$ cat src/rtl/sys_ctrl_cmd_decoder_pkg.sv
// ---------------------------------------------------------------------------
// sys_ctrl_pkg
//   Shared definitions for the system-control command decoder:
//   host command codes, FSM state encoding, ALU function codes,
//   fixed RegFile slots for ALU operands and a byte-count helper.
// ---------------------------------------------------------------------------
package sys_ctrl_pkg;

  // Host command codes (first byte of every frame)
  localparam logic [7:0] CMD_WR_CODE     = 8'hAA;
  localparam logic [7:0] CMD_RD_CODE     = 8'hBB;
  localparam logic [7:0] CMD_ALU_WP_CODE = 8'hCC;
  localparam logic [7:0] CMD_ALU_NP_CODE = 8'hDD;

  // ALU function select
  localparam int ALU_FUN_W = 4;
  localparam logic [ALU_FUN_W-1:0] ALU_ADD = 4'h0;
  localparam logic [ALU_FUN_W-1:0] ALU_SUB = 4'h1;
  localparam logic [ALU_FUN_W-1:0] ALU_MUL = 4'h2;
  localparam logic [ALU_FUN_W-1:0] ALU_DIV = 4'h3;
  localparam logic [ALU_FUN_W-1:0] ALU_AND = 4'h4;
  localparam logic [ALU_FUN_W-1:0] ALU_OR  = 4'h5;
  localparam logic [ALU_FUN_W-1:0] ALU_XOR = 4'h6;
  localparam logic [ALU_FUN_W-1:0] ALU_CMP = 4'h7;

  // RegFile slots where the ALU picks up its operands
  localparam int ALU_OP_A_ADDR = 0;
  localparam int ALU_OP_B_ADDR = 1;

  typedef enum logic [3:0] {
    IDLE,
    WR_ADDR,
    WR_DATA,
    RD_ADDR,
    RD_WAIT,
    ALU_A,
    ALU_B,
    ALU_FUN,
    ALU_WAIT,
    SEND
  } state_e;

  // Number of bytes needed to carry a value of width w in dw-bit bytes
  function automatic int bytes_for(input int w, input int dw);
    return (w + dw - 1) / dw;
  endfunction

endpackage

$ cat src/rtl/sys_ctrl_cmd_decoder_if.sv
// ---------------------------------------------------------------------------
// sys_ctrl_cmd_decoder_if
//   Bundles every bus the decoder touches:
//     rx_*          byte stream from the UART RX deserialiser
//     rf_*          RegFile write/read port
//     alu_*         ALU start/function/result, clk_gate_en for the ALU clock
//     tx_*          push port into the TX FIFO with full backpressure
//     cmd_err       error pulse (unknown command / dropped byte)
//   modport master : decoder side
//   modport slave  : environment side (RX, RegFile, ALU, TX FIFO)
// ---------------------------------------------------------------------------
interface sys_ctrl_cmd_decoder_if #(
  parameter int DATA_WIDTH = 8,
  parameter int ADDR_WIDTH = 4,
  parameter int ALU_OUT_W  = 16
);
  import sys_ctrl_pkg::*;

  logic [DATA_WIDTH-1:0] rx_p_data;
  logic                  rx_d_vld;

  logic [ADDR_WIDTH-1:0] rf_address;
  logic                  rf_wr_en;
  logic [DATA_WIDTH-1:0] rf_wr_data;
  logic                  rf_rd_en;
  logic [DATA_WIDTH-1:0] rf_rd_data;
  logic                  rf_rd_vld;

  logic [ALU_FUN_W-1:0]  alu_fun;
  logic                  alu_en;
  logic [ALU_OUT_W-1:0]  alu_out;
  logic                  alu_out_vld;
  logic                  clk_gate_en;

  logic [DATA_WIDTH-1:0] tx_p_data;
  logic                  tx_d_vld;
  logic                  tx_fifo_full;

  logic                  cmd_err;

  modport master (
    input  rx_p_data, rx_d_vld,
    output rf_address, rf_wr_en, rf_wr_data, rf_rd_en,
    input  rf_rd_data, rf_rd_vld,
    output alu_fun, alu_en, clk_gate_en,
    input  alu_out, alu_out_vld,
    output tx_p_data, tx_d_vld,
    input  tx_fifo_full,
    output cmd_err
  );

  modport slave (
    output rx_p_data, rx_d_vld,
    input  rf_address, rf_wr_en, rf_wr_data, rf_rd_en,
    output rf_rd_data, rf_rd_vld,
    input  alu_fun, alu_en, clk_gate_en,
    output alu_out, alu_out_vld,
    input  tx_p_data, tx_d_vld,
    output tx_fifo_full,
    input  cmd_err
  );

endinterface

$ cat src/rtl/sys_ctrl_cmd_decoder_tx_sender.sv
// ---------------------------------------------------------------------------
// sys_ctrl_tx_sender
//   Holds a 1..N byte response and pushes it into the TX FIFO LSB first,
//   one byte per cycle while the FIFO is not full.
//   Ports:
//     clk, rst       clock, synchronous active-high reset
//     load           capture load_data / load_bytes (only when idle)
//     load_data      response word, byte 0 in the low bits
//     load_bytes     number of bytes to send
//     tx_fifo_full   FIFO backpressure
//     tx_p_data      byte currently offered
//     tx_d_vld       FIFO push
//     done           1-cycle pulse on the push of the last byte
// ---------------------------------------------------------------------------
module sys_ctrl_tx_sender
  import sys_ctrl_pkg::*;
#(
  parameter int DATA_WIDTH = 8,
  parameter int ALU_OUT_W  = 16,
  parameter int CNT_W      = 2
) (
  input  logic                  clk,
  input  logic                  rst,
  input  logic                  load,
  input  logic [ALU_OUT_W-1:0]  load_data,
  input  logic [CNT_W-1:0]      load_bytes,
  input  logic                  tx_fifo_full,
  output logic [DATA_WIDTH-1:0] tx_p_data,
  output logic                  tx_d_vld,
  output logic                  done
);

  logic [ALU_OUT_W-1:0] shreg;
  logic [CNT_W-1:0]     remaining;
  logic                 push;

  // Push is qualified with the live full flag so no byte is ever offered
  // to a full FIFO; the byte stays in shreg until it is accepted.
  assign push      = (remaining != '0) && !tx_fifo_full;
  assign tx_d_vld  = push;
  assign tx_p_data = shreg[DATA_WIDTH-1:0];
  assign done      = push && (remaining == CNT_W'(1));

  always_ff @(posedge clk) begin
    if (rst) begin
      shreg     <= '0;
      remaining <= '0;
    end else if (load) begin
      shreg     <= load_data;
      remaining <= load_bytes;
    end else if (push) begin
      shreg     <= shreg >> DATA_WIDTH;
      remaining <= remaining - CNT_W'(1);
    end
  end

endmodule

$ cat src/rtl/sys_ctrl_cmd_decoder.sv
// ---------------------------------------------------------------------------
// sys_ctrl_cmd_decoder
//   Decodes host command frames arriving byte by byte from UART RX,
//   executes them against the RegFile / ALU and queues the response bytes
//   into the TX FIFO. Gates the ALU clock on only while an ALU op is pending.
//   Frames:
//     AA addr data       RegFile write
//     BB addr            RegFile read, 1 response byte
//     CC a b fun         operands to RegFile[0]/[1], then ALU, result bytes
//     DD fun             ALU on current operands, result bytes
//   Ports:
//     clk, rst           clock, synchronous active-high reset
//     bus (master)       RX, RegFile, ALU, TX FIFO and cmd_err signals
// ---------------------------------------------------------------------------
module sys_ctrl_cmd_decoder
  import sys_ctrl_pkg::*;
#(
  parameter int DATA_WIDTH = 8,
  parameter int ADDR_WIDTH = 4,
  parameter int ALU_OUT_W  = 16,
  parameter logic [DATA_WIDTH-1:0] CMD_WR     = DATA_WIDTH'(CMD_WR_CODE),
  parameter logic [DATA_WIDTH-1:0] CMD_RD     = DATA_WIDTH'(CMD_RD_CODE),
  parameter logic [DATA_WIDTH-1:0] CMD_ALU_WP = DATA_WIDTH'(CMD_ALU_WP_CODE),
  parameter logic [DATA_WIDTH-1:0] CMD_ALU_NP = DATA_WIDTH'(CMD_ALU_NP_CODE)
) (
  input logic clk,
  input logic rst,
  sys_ctrl_cmd_decoder_if.master bus
);

  localparam int TX_BYTES = bytes_for(ALU_OUT_W, DATA_WIDTH);
  localparam int CNT_W    = $clog2(TX_BYTES + 1);

  state_e                state;
  logic [ADDR_WIDTH-1:0] wr_addr;

  logic [ADDR_WIDTH-1:0] rf_address_q;
  logic                  rf_wr_en_q;
  logic [DATA_WIDTH-1:0] rf_wr_data_q;
  logic                  rf_rd_en_q;
  logic [ALU_FUN_W-1:0]  alu_fun_q;
  logic                  alu_en_q;
  logic                  clk_gate_en_q;
  logic                  cmd_err_q;

  logic                  send_load;
  logic [ALU_OUT_W-1:0]  send_data;
  logic [CNT_W-1:0]      send_bytes;
  logic                  send_done;

  // Response capture is combinational so the sender is loaded on the same
  // edge that sees the valid; the first push then appears one cycle later.
  always_comb begin
    send_load  = 1'b0;
    send_data  = '0;
    send_bytes = '0;
    if (state == RD_WAIT && bus.rf_rd_vld) begin
      send_load  = 1'b1;
      send_data  = ALU_OUT_W'(bus.rf_rd_data);
      send_bytes = CNT_W'(1);
    end else if (state == ALU_WAIT && bus.alu_out_vld) begin
      send_load  = 1'b1;
      send_data  = bus.alu_out;
      send_bytes = CNT_W'(TX_BYTES);
    end
  end

  always_ff @(posedge clk) begin
    if (rst) begin
      state         <= IDLE;
      wr_addr       <= '0;
      rf_address_q  <= '0;
      rf_wr_en_q    <= 1'b0;
      rf_wr_data_q  <= '0;
      rf_rd_en_q    <= 1'b0;
      alu_fun_q     <= '0;
      alu_en_q      <= 1'b0;
      clk_gate_en_q <= 1'b0;
      cmd_err_q     <= 1'b0;
    end else begin
      // Strobes are single-cycle unless re-asserted below
      rf_wr_en_q <= 1'b0;
      rf_rd_en_q <= 1'b0;
      alu_en_q   <= 1'b0;
      cmd_err_q  <= 1'b0;

      case (state)
        IDLE: begin
          if (bus.rx_d_vld) begin
            if (bus.rx_p_data == CMD_WR) begin
              state <= WR_ADDR;
            end else if (bus.rx_p_data == CMD_RD) begin
              state <= RD_ADDR;
            end else if (bus.rx_p_data == CMD_ALU_WP) begin
              state <= ALU_A;
            end else if (bus.rx_p_data == CMD_ALU_NP) begin
              state         <= ALU_FUN;
              clk_gate_en_q <= 1'b1;
            end else begin
              cmd_err_q <= 1'b1;
            end
          end
        end

        WR_ADDR: begin
          if (bus.rx_d_vld) begin
            wr_addr <= bus.rx_p_data[ADDR_WIDTH-1:0];
            state   <= WR_DATA;
          end
        end

        WR_DATA: begin
          if (bus.rx_d_vld) begin
            rf_address_q <= wr_addr;
            rf_wr_data_q <= bus.rx_p_data;
            rf_wr_en_q   <= 1'b1;
            state        <= IDLE;
          end
        end

        RD_ADDR: begin
          if (bus.rx_d_vld) begin
            rf_address_q <= bus.rx_p_data[ADDR_WIDTH-1:0];
            rf_rd_en_q   <= 1'b1;
            state        <= RD_WAIT;
          end
        end

        RD_WAIT: begin
          if (bus.rx_d_vld) cmd_err_q <= 1'b1;
          if (bus.rf_rd_vld) state <= SEND;
        end

        ALU_A: begin
          if (bus.rx_d_vld) begin
            rf_address_q <= ADDR_WIDTH'(ALU_OP_A_ADDR);
            rf_wr_data_q <= bus.rx_p_data;
            rf_wr_en_q   <= 1'b1;
            state        <= ALU_B;
          end
        end

        ALU_B: begin
          if (bus.rx_d_vld) begin
            rf_address_q  <= ADDR_WIDTH'(ALU_OP_B_ADDR);
            rf_wr_data_q  <= bus.rx_p_data;
            rf_wr_en_q    <= 1'b1;
            clk_gate_en_q <= 1'b1;
            state         <= ALU_FUN;
          end
        end

        ALU_FUN: begin
          if (bus.rx_d_vld) begin
            alu_fun_q <= bus.rx_p_data[ALU_FUN_W-1:0];
            alu_en_q  <= 1'b1;
            state     <= ALU_WAIT;
          end
        end

        ALU_WAIT: begin
          if (bus.rx_d_vld) cmd_err_q <= 1'b1;
          if (bus.alu_out_vld) begin
            clk_gate_en_q <= 1'b0;
            state         <= SEND;
          end
        end

        SEND: begin
          if (bus.rx_d_vld) cmd_err_q <= 1'b1;
          if (send_done) state <= IDLE;
        end

        default: state <= IDLE;
      endcase
    end
  end

  assign bus.rf_address  = rf_address_q;
  assign bus.rf_wr_en    = rf_wr_en_q;
  assign bus.rf_wr_data  = rf_wr_data_q;
  assign bus.rf_rd_en    = rf_rd_en_q;
  assign bus.alu_fun     = alu_fun_q;
  assign bus.alu_en      = alu_en_q;
  assign bus.clk_gate_en = clk_gate_en_q;
  assign bus.cmd_err     = cmd_err_q;

  sys_ctrl_tx_sender #(
    .DATA_WIDTH (DATA_WIDTH),
    .ALU_OUT_W  (ALU_OUT_W),
    .CNT_W      (CNT_W)
  ) u_tx_sender (
    .clk          (clk),
    .rst          (rst),
    .load         (send_load),
    .load_data    (send_data),
    .load_bytes   (send_bytes),
    .tx_fifo_full (bus.tx_fifo_full),
    .tx_p_data    (bus.tx_p_data),
    .tx_d_vld     (bus.tx_d_vld),
    .done         (send_done)
  );

endmodule

$ cat src/flat_wrapper.sv
// flat-port wrapper written by rule: the top's interface ports become plain ports
module sys_ctrl_cmd_decoder_flat import sys_ctrl_pkg::*;
#(
  parameter int DATA_WIDTH = 8,
  parameter int ADDR_WIDTH = 4,
  parameter int ALU_OUT_W  = 16,
  parameter logic [DATA_WIDTH-1:0] CMD_WR     = DATA_WIDTH'(CMD_WR_CODE),
  parameter logic [DATA_WIDTH-1:0] CMD_RD     = DATA_WIDTH'(CMD_RD_CODE),
  parameter logic [DATA_WIDTH-1:0] CMD_ALU_WP = DATA_WIDTH'(CMD_ALU_WP_CODE),
  parameter logic [DATA_WIDTH-1:0] CMD_ALU_NP = DATA_WIDTH'(CMD_ALU_NP_CODE)
)
  (clk, rst, bus_rx_p_data, bus_rx_d_vld, bus_rf_address, bus_rf_wr_en, bus_rf_wr_data, bus_rf_rd_en, bus_rf_rd_data, bus_rf_rd_vld, bus_alu_fun, bus_alu_en, bus_clk_gate_en, bus_alu_out, bus_alu_out_vld, bus_tx_p_data, bus_tx_d_vld, bus_tx_fifo_full, bus_cmd_err);
  sys_ctrl_cmd_decoder_if #(.DATA_WIDTH(DATA_WIDTH), .ADDR_WIDTH(ADDR_WIDTH), .ALU_OUT_W(ALU_OUT_W)) bus_i ();
  input logic clk;
  input logic rst;
  input wire logic [$bits(bus_i.rx_p_data)-1:0] bus_rx_p_data;
  input wire logic [$bits(bus_i.rx_d_vld)-1:0] bus_rx_d_vld;
  output wire logic [$bits(bus_i.rf_address)-1:0] bus_rf_address;
  output wire logic [$bits(bus_i.rf_wr_en)-1:0] bus_rf_wr_en;
  output wire logic [$bits(bus_i.rf_wr_data)-1:0] bus_rf_wr_data;
  output wire logic [$bits(bus_i.rf_rd_en)-1:0] bus_rf_rd_en;
  input wire logic [$bits(bus_i.rf_rd_data)-1:0] bus_rf_rd_data;
  input wire logic [$bits(bus_i.rf_rd_vld)-1:0] bus_rf_rd_vld;
  output wire logic [$bits(bus_i.alu_fun)-1:0] bus_alu_fun;
  output wire logic [$bits(bus_i.alu_en)-1:0] bus_alu_en;
  output wire logic [$bits(bus_i.clk_gate_en)-1:0] bus_clk_gate_en;
  input wire logic [$bits(bus_i.alu_out)-1:0] bus_alu_out;
  input wire logic [$bits(bus_i.alu_out_vld)-1:0] bus_alu_out_vld;
  output wire logic [$bits(bus_i.tx_p_data)-1:0] bus_tx_p_data;
  output wire logic [$bits(bus_i.tx_d_vld)-1:0] bus_tx_d_vld;
  input wire logic [$bits(bus_i.tx_fifo_full)-1:0] bus_tx_fifo_full;
  output wire logic [$bits(bus_i.cmd_err)-1:0] bus_cmd_err;
  assign bus_i.rx_p_data = bus_rx_p_data;
  assign bus_i.rx_d_vld = bus_rx_d_vld;
  assign bus_rf_address = bus_i.rf_address;
  assign bus_rf_wr_en = bus_i.rf_wr_en;
  assign bus_rf_wr_data = bus_i.rf_wr_data;
  assign bus_rf_rd_en = bus_i.rf_rd_en;
  assign bus_i.rf_rd_data = bus_rf_rd_data;
  assign bus_i.rf_rd_vld = bus_rf_rd_vld;
  assign bus_alu_fun = bus_i.alu_fun;
  assign bus_alu_en = bus_i.alu_en;
  assign bus_clk_gate_en = bus_i.clk_gate_en;
  assign bus_i.alu_out = bus_alu_out;
  assign bus_i.alu_out_vld = bus_alu_out_vld;
  assign bus_tx_p_data = bus_i.tx_p_data;
  assign bus_tx_d_vld = bus_i.tx_d_vld;
  assign bus_i.tx_fifo_full = bus_tx_fifo_full;
  assign bus_cmd_err = bus_i.cmd_err;
  sys_ctrl_cmd_decoder #(.DATA_WIDTH(DATA_WIDTH), .ADDR_WIDTH(ADDR_WIDTH), .ALU_OUT_W(ALU_OUT_W), .CMD_WR(CMD_WR), .CMD_RD(CMD_RD), .CMD_ALU_WP(CMD_ALU_WP), .CMD_ALU_NP(CMD_ALU_NP)) u_core (.clk(clk), .rst(rst), .bus(bus_i));
endmodule
$ cat config.mk
export PLATFORM = sky130hd
export DESIGN_NAME = sys_ctrl_cmd_decoder_flat
export DESIGN_NICKNAME = d
export VERILOG_FILES = /design/src/rtl/sys_ctrl_cmd_decoder_pkg.sv /design/src/rtl/sys_ctrl_cmd_decoder_if.sv /design/src/rtl/sys_ctrl_cmd_decoder_tx_sender.sv /design/src/rtl/sys_ctrl_cmd_decoder.sv /design/src/flat_wrapper.sv
export SDC_FILE = /design/constraint.sdc
export NUM_CORES = 1
export LEC_CHECK = 0
export CORE_ASPECT_RATIO = 1.25
export CORE_MARGIN = 1.5
export CORE_UTILIZATION = 48
export DETAILED_ROUTE_END_ITERATION = 7
export PLACE_DENSITY_LB_ADDON = 0.25
export SYNTH_ARGS = -nofsm -noshare
export SYNTH_HDL_FRONTEND = slang
export SYNTH_SLANG_ARGS = --single-unit
$ cat constraint.sdc
create_clock -name clk -period 1.8 [get_ports clk]
set_input_delay 0.27 -clock clk [delete_from_list [all_inputs] [get_ports clk]]
set_output_delay 0.27 -clock clk [all_outputs]
set_load 0.05 [all_outputs]
* Word level (Yosys, flattened, before mapping)
Index checks and enable logic that the tools add are counted.
** Cells by class
- Bitwise operators :: 3
- Reductions and logical operators :: 21
- Add/sub/neg operators :: 1
- Equal/unequal tests :: 29
- Multiplexer cells :: 44
** Operators by type and width (count)
- 4-bit two-way mux :: 17
- 16-bit two-way mux :: 4
- 4-bit case mux with 10 select lines :: 1
- 8-bit equality test, second input constant :: 4
- 2-bit != test, second input constant :: 12
- 4-bit by 3-bit equality test with 1-bit output, second input constant :: 4
- 4-bit case mux with 4 select lines :: 1
- 1-bit two-way mux :: 15
- 11-bit AND reduction :: 1
- 4-bit by 2-bit equality test with 1-bit output, second input constant :: 2
- 4-bit equality test, second input constant :: 2
- 2-bit two-way mux :: 4
- 8-bit AND reduction :: 1
- 2-bit AND reduction :: 3
- 2-bit OR reduction :: 3
- 3-bit OR reduction :: 2
- 5-bit by 1-bit != test with 1-bit output, second input constant :: 1
- 5-bit AND reduction :: 1
- 4-bit by 1-bit equality test with 1-bit output, second input constant :: 1
- 1-bit logical AND :: 4
- 4-bit logical NOT :: 1
- 2-bit by 1-bit != test with 1-bit output, second input constant :: 2
- 2-bit nonzero test :: 2
- 4-bit nonzero test :: 1
- 7 further kinds :: 9
** Word-level totals
- Bits in registers :: 47
- Input port bits :: 38
- Output and inout bits :: 30
- Word-level logic and storage cells :: 110

* Logic depth before layout (Yosys ltp)
- Word-level depth :: 7
- Depth in mapped cells :: 8
- Gate-level depth less buffers :: 7

* By module
Synthesis repeated with hierarchy kept, for this count alone.
** Unflattened totals
- Cells, all modules :: 284
- Area, all modules :: 2448.6 µm²
** By module, submodules not included
- sys_ctrl_cmd_decoder :: area each 1564.0 µm², times used 1, cells each 179, seq. area each 580.6 µm²
- sys_ctrl_tx_sender :: area each 884.6 µm², times used 1, cells each 105, seq. area each 360.3 µm²

* Least setup slack after synthesis
Ideal clock, no wire load.
- Path kind :: register to register
- Start :: register u_core.u_tx_sender.remaining[0]
- End :: register u_core.state[1]
- Buffers on the path :: 0
- Period minus slack after synthesis :: 2156 ps
- Required time :: 1679 ps
- Arrival time :: 2035 ps
- Stages on the path, launching flop included :: 8
- Library setup time :: 121 ps
- Path slack :: -356 ps
- Path through :: dfxtp_1 -> inv_1 -> ha_1 -> nor2_2 -> a21boi_1 -> a21boi_4 -> nand3_2 -> mux2_4
** On the way
- Longest elaborated chain between the ends :: 5
- Elaborated cells on any way between the ends :: 6
- Those cells by class :: eq/ne: 2; reduce/logical: 4
** RTL lines
- from (decl) :: RTL line sys_ctrl_cmd_decoder_tx_sender.sv:34 : logic [CNT_W-1:0] remaining;
- from (signal assigned) :: RTL line sys_ctrl_cmd_decoder_tx_sender.sv:50 : remaining <= load_bytes;
- from (signal assigned) :: RTL line sys_ctrl_cmd_decoder_tx_sender.sv:53 : remaining <= remaining - CNT_W'(1);
- 2-bit nonzero test :: RTL line sys_ctrl_cmd_decoder_tx_sender.sv:39 : assign push = (remaining != '0) && !tx_fifo_full;
- 1-bit logical AND :: RTL line sys_ctrl_cmd_decoder_tx_sender.sv:39
- named net bus_tx_d_vld :: RTL line flat_wrapper.sv:30 : output wire logic [$bits(bus_i.tx_d_vld)-1:0] bus_tx_d_vld;
- 1-bit logical AND :: RTL line sys_ctrl_cmd_decoder_tx_sender.sv:42 : assign done = push && (remaining == CNT_W'(1));
- 2-bit by 1-bit != test with 1-bit output (no line)
- 11-bit AND reduction (no line)
- to (signal assigned) :: RTL line sys_ctrl_cmd_decoder.sv:70 : state <= IDLE;
- to (signal assigned) :: RTL line sys_ctrl_cmd_decoder.sv:91 : state <= WR_ADDR;
- to (signal assigned) :: RTL line sys_ctrl_cmd_decoder.sv:93 : state <= RD_ADDR;
- to (decl) :: RTL line sys_ctrl_cmd_decoder.sv:34 : state_e state;
The timed path passes the listed nets, and every way through them passes these cells.
A chain may end at the register's enable or synchronous reset.

* Worst setup path in the final report
- Start :: register u_core.rf_wr_data_q[4] (netlist: u_core.bus.rf_wr_data[4])
- End :: output port bus_rf_wr_data[4]
** RTL lines
- from (decl) :: RTL line sys_ctrl_cmd_decoder.sv:39 : logic [DATA_WIDTH-1:0] rf_wr_data_q;
- from (signal assigned) :: RTL line sys_ctrl_cmd_decoder.sv:115 : rf_wr_data_q <= bus.rx_p_data;
- from (signal assigned) :: RTL line sys_ctrl_cmd_decoder.sv:137 : rf_wr_data_q <= bus.rx_p_data;
- from (signal assigned) :: RTL line sys_ctrl_cmd_decoder.sv:146 : rf_wr_data_q <= bus.rx_p_data;
- to (decl) :: RTL line flat_wrapper.sv:20 : output wire logic [$bits(bus_i.rf_wr_data)-1:0] bus_rf_wr_data;
No word-level cell between the ends.

==> summary.md <==
| Metric | Value |
|---|---|
| Fin worst setup slack | `0.0726 ns` |
| CP max-delay cell | `clkdlybuf4s50_1` |
| DRT iter0 DRCs | `127` |
| Place WS | `-0.0956 ns` |
| Pin count of the biggest net entering global routing | `22` |
| Hpwl dp | `4390 um` |
| Synthesized Nets | `305` |
| Number of global-route vias before repair | `2067` |
| Ys async rst share | `0` |
| CP max FO | `2` |
| Worst EP arrival | `1.46 ns` |
| Kind of critical path | `flop to output pin` |
| Met2 Use GR | `0.429` |
| Port-buffer cells | `67` |
| Flop and latch count out of synthesis | `47` |
| I/O pins | `68` |
| Cts hold-fix bufs | `0` |
| H-tree levels | `2` |
| R2R depth | `6` |
| Cell Pwr Density | `1260 nW/um2` |
| Core area | `4760 um2` |
| Gr usage total | `0.225` |
| Clock transition at path regs | `0.09 ns` |
| First-pass GRT wire length | `9400 um` |
| Sequential cell area | `941 um2` |
| Crit path max-delay family | `buffers and inverters` |
| Number of max-cap violations | `0` |
| Seq/Total Area, Yosys | `0.395` |
| Routed length per instance | `14.6 um` |
| Filler cells | `409` |
| Crit path cell chain | `clkdlybuf4s50_1` |
| Footprint of the multi-input gates | `1270 um2` |
| Fin crit share | `0.960` |
| Die Y | `81.8 um` |
| Least-Margin Pin Slew | `0.525 ns` |
| Cell count after synthesis | `265` |
| Final RePlAce weighted congestion | `0.871` |
| Met1 usage | `0.259` |
| Initial antenna violation count | `0` |
| Netlist cell types | `47` |
| Relative slew slack | `0.649` |
| DRT antenna net count | `0` |
| Final nets | `383` |
| Synth Area per Inst | `8.99 um2` |
| Met3 Use GR | `0.0288` |
| LEAKAGE | `1.27 nW` |
| Ys flop type | `dfxtp_1` |
| Final setup viols | `0` |
| Crit path buf inv count | `1` |
| EDFF count, synth | `0` |
| CP Launch Point | `u_core.bus.rf_wr_data[4]$_SDFFE_PP0P_` |
| DIE WIDTH | `66.0 um` |
| Die ar. | `5400 um2` |
| CTS tree | `built` |
| Routed Wire Length | `5900 um` |
| Cell accounting for the most synthesized area | `dfxtp_1` |
| Crit path time final | `1.73 ns` |
| Cell Count Post-Placement | `396` |
| Vias/cell | `5.50` |
| First drt pass iteration count | `4` |
| Root Buffer | `clkbuf_8` |
| Yosys top cell area share | `0.395` |
| Req. time, crit path | `1.53 ns` |
| DR vias | `2220` |
| CP Launch Type | `flop` |
| Hold depth | `2` |
| Top post-synthesis cells by area | `dfxtp_1, mux2i_1, nor2_1` |
| CTS Sinks | `47` |
| CP Capture Type | `output pin` |
| Fraction of layout cells with a size suffix above 1 | `0.186` |
| Number of buffers created by CTS | `5` |
| Worst setup path end | `bus_rf_wr_data[4]` |
| Worst path depth | `1` |
| Gr ovfl total | `0` |
| FF-to-FF setup slack | `0.13 ns` |
| Setup_tns | `0 ns` |
| Final std cells w/o fill | `404` |
| Fmax achieved | `579 MHz` |
| Peak VDD IR | `0.714 mV` |
| Clk_lat worst skew | `0.30 ns` |
| Clk_skew | `0.00633 ns` |
| Max clock buf depth | `2` |
| P&R area growth vs syn | `41.9%` |
| GR peak layer | `met2` |
| Outcome | `finished, final reports clean` |
| RR Endpoint | `u_core.state[1]$_SDFFE_PP0P_` |
| Initial core utilization | `0.500` |
| Synth warnings | `0` |
| Diode count | `0` |
| Std cell rows | `28` |
| Final hold viol count | `0` |
| Max Slew Vio Count | `0` |
| Min-delay worst type | `input port to flop` |
| RR Startpoint | `u_core.state[1]$_SDFFE_PP0P_` |
| Unrepaired setup endpoints after global routing | `no` |
| Syn Std Cell Area | `2380 um2` |
| CP peak stage delay | `0.80 ns` |
| # DRC | `0` |
-- how the worst min path moves through the flow --
stage                     slack [ns]                               start                            endpoint
final                           0.33                                 rst      u_core.wr_addr[0]$_SDFFE_PP0P_
after global routing            0.35                                 rst      u_core.wr_addr[0]$_SDFFE_PP0P_
after CTS                       0.33                                 rst      u_core.wr_addr[0]$_SDFFE_PP0P_
after detailed placement        0.47  u_core.bus.alu_fun[1]$_SDFFE_PP0P_  u_core.bus.alu_fun[1]$_SDFFE_PP0P_
after global placement          0.47  u_core.bus.alu_fun[3]$_SDFFE_PP0P_  u_core.bus.alu_fun[3]$_SDFFE_PP0P_
after floorplan                 0.41                    bus_rx_p_data[1]  u_core.bus.alu_fun[1]$_SDFFE_PP0P_
-- per-layer routing --
metal | share of wire | vias to the layer above
met5 | 0 | -
met4 | 0.013 | 0
met3 | 0.051 | 5
met2 | 0.54 | 65
met1 | 0.40 | 1047
li1 | - | 1103
-- sequential cells by signal, indices dropped and copies added (netlist names) --
| register | flops |
|---|---|
| u_core.bus.alu_en | 1 |
| u_core.bus.rf_rd_en | 1 |
| u_core.bus.cmd_err | 1 |
| u_core.bus.rf_wr_data | 8 |
| u_core.bus.rf_wr_en | 1 |
| u_core.bus.alu_fun | 4 |
| u_core.u_tx_sender.shreg | 16 |
| u_core.bus.clk_gate_en | 1 |
| u_core.state | 4 |
| u_core.u_tx_sender.remaining | 2 |
| u_core.bus.rf_address | 4 |
| u_core.wr_addr | 4 |
-- final cells by class --
| cell class | count | share of cell area |
|---|---|---|
| Multi-Input combinational cell | 186 | 0.377 |
| Timing Repair Buffer | 98 | 0.282 |
| Sequential cell | 47 | 0.278 |
| Clock buffer | 6 | 0.0244 |
| Tap cell | 60 | 0.0222 |
| Clock inverter | 2 | 0.0115 |
| Inverter | 5 | 0.00555 |
-- synthesized netlist by cell type, drive strengths merged (2+ instances only) --
master,instances
dfxtp,47
nor2,40
a21oi,20
a22oi,20
buf,19
mux2i,16
nand2,13
o21ai,10
a211oi,9
clkbuf,8
nor3,7
a31oi,5
inv,5
xnor2,5
nor2b,4
o2bb2ai,4
and2,3
nand3,3
nand4,3
nor3b,3
o211ai,3
a21boi,2
and4bb,2
ha,2
nand2b,2
-- cells in the final DEF (no fill, tap or decap), types with 6 or more instances in the layout --
cell / instances
clkdlybuf4s50_1: 61
o21ai_0: 8
dfxtp_1: 47
clkbuf_8: 6
buf_4: 30
a211oi_1: 6
a21oi_1: 20
mux2i_1: 16
nor3_1: 6
a22oi_1: 19
nand2_1: 13
nor2_1: 39
-- power breakdown --
part	leakage, nW	internal (W)	switching, W	total (W)
clock network	0.0618	0.000457	0.000375	0.000832
registers	0.382	0.00120	0.000103	0.00130
logic	0.827	0.000956	0.00117	0.00212
-- worst reg2reg max path, stage by stage, from the launching register on --
cell,delay [ns]
dfxtp_1,0.44
buf_12,0.17
xnor2_2,0.10
a22oi_2,0.18
a21boi_4,0.26
nand3_2,0.11
mux2_4,0.30
-- timing repair --
item | in CTS | in global routing
setup buffers | 0 | 0
endpoints found under the setup margin | 0 | 3
gates resized for setup | 0 | 2
endpoints found under the hold margin | 0 | 0
-- kinds of logic after synthesis --
kind of cell | Yosys count | synth area share
compound gates | 77 | 0.230
simple gates | 85 | 0.192
xor+xnor | 5 | 0.0215
mux | 17 | 0.0735
flops | 47 | 0.395
buf+inv | 32 | 0.0777
fa+ha+maj | 2 | 0.0105
-- stage by stage --
| step | hold slack [ns] | utilization | area [um2] | total power (W) |
|---|---|---|---|---|
| floorplan | 0.406 | - | 2390 | 0.00278 |
| finish | 0.333 | 0.710 | 3380 | 0.00425 |
| CTS | 0.329 | 0.708 | 3370 | 0.00426 |
| detailed placement | 0.468 | 0.683 | 3250 | 0.00343 |
| global route | 0.354 | 0.710 | 3380 | 0.00448 |
| global placement | 0.465 | 0.683 | 3250 | 0.00339 |
Note: power is estimated with default switching activity, not from simulation.
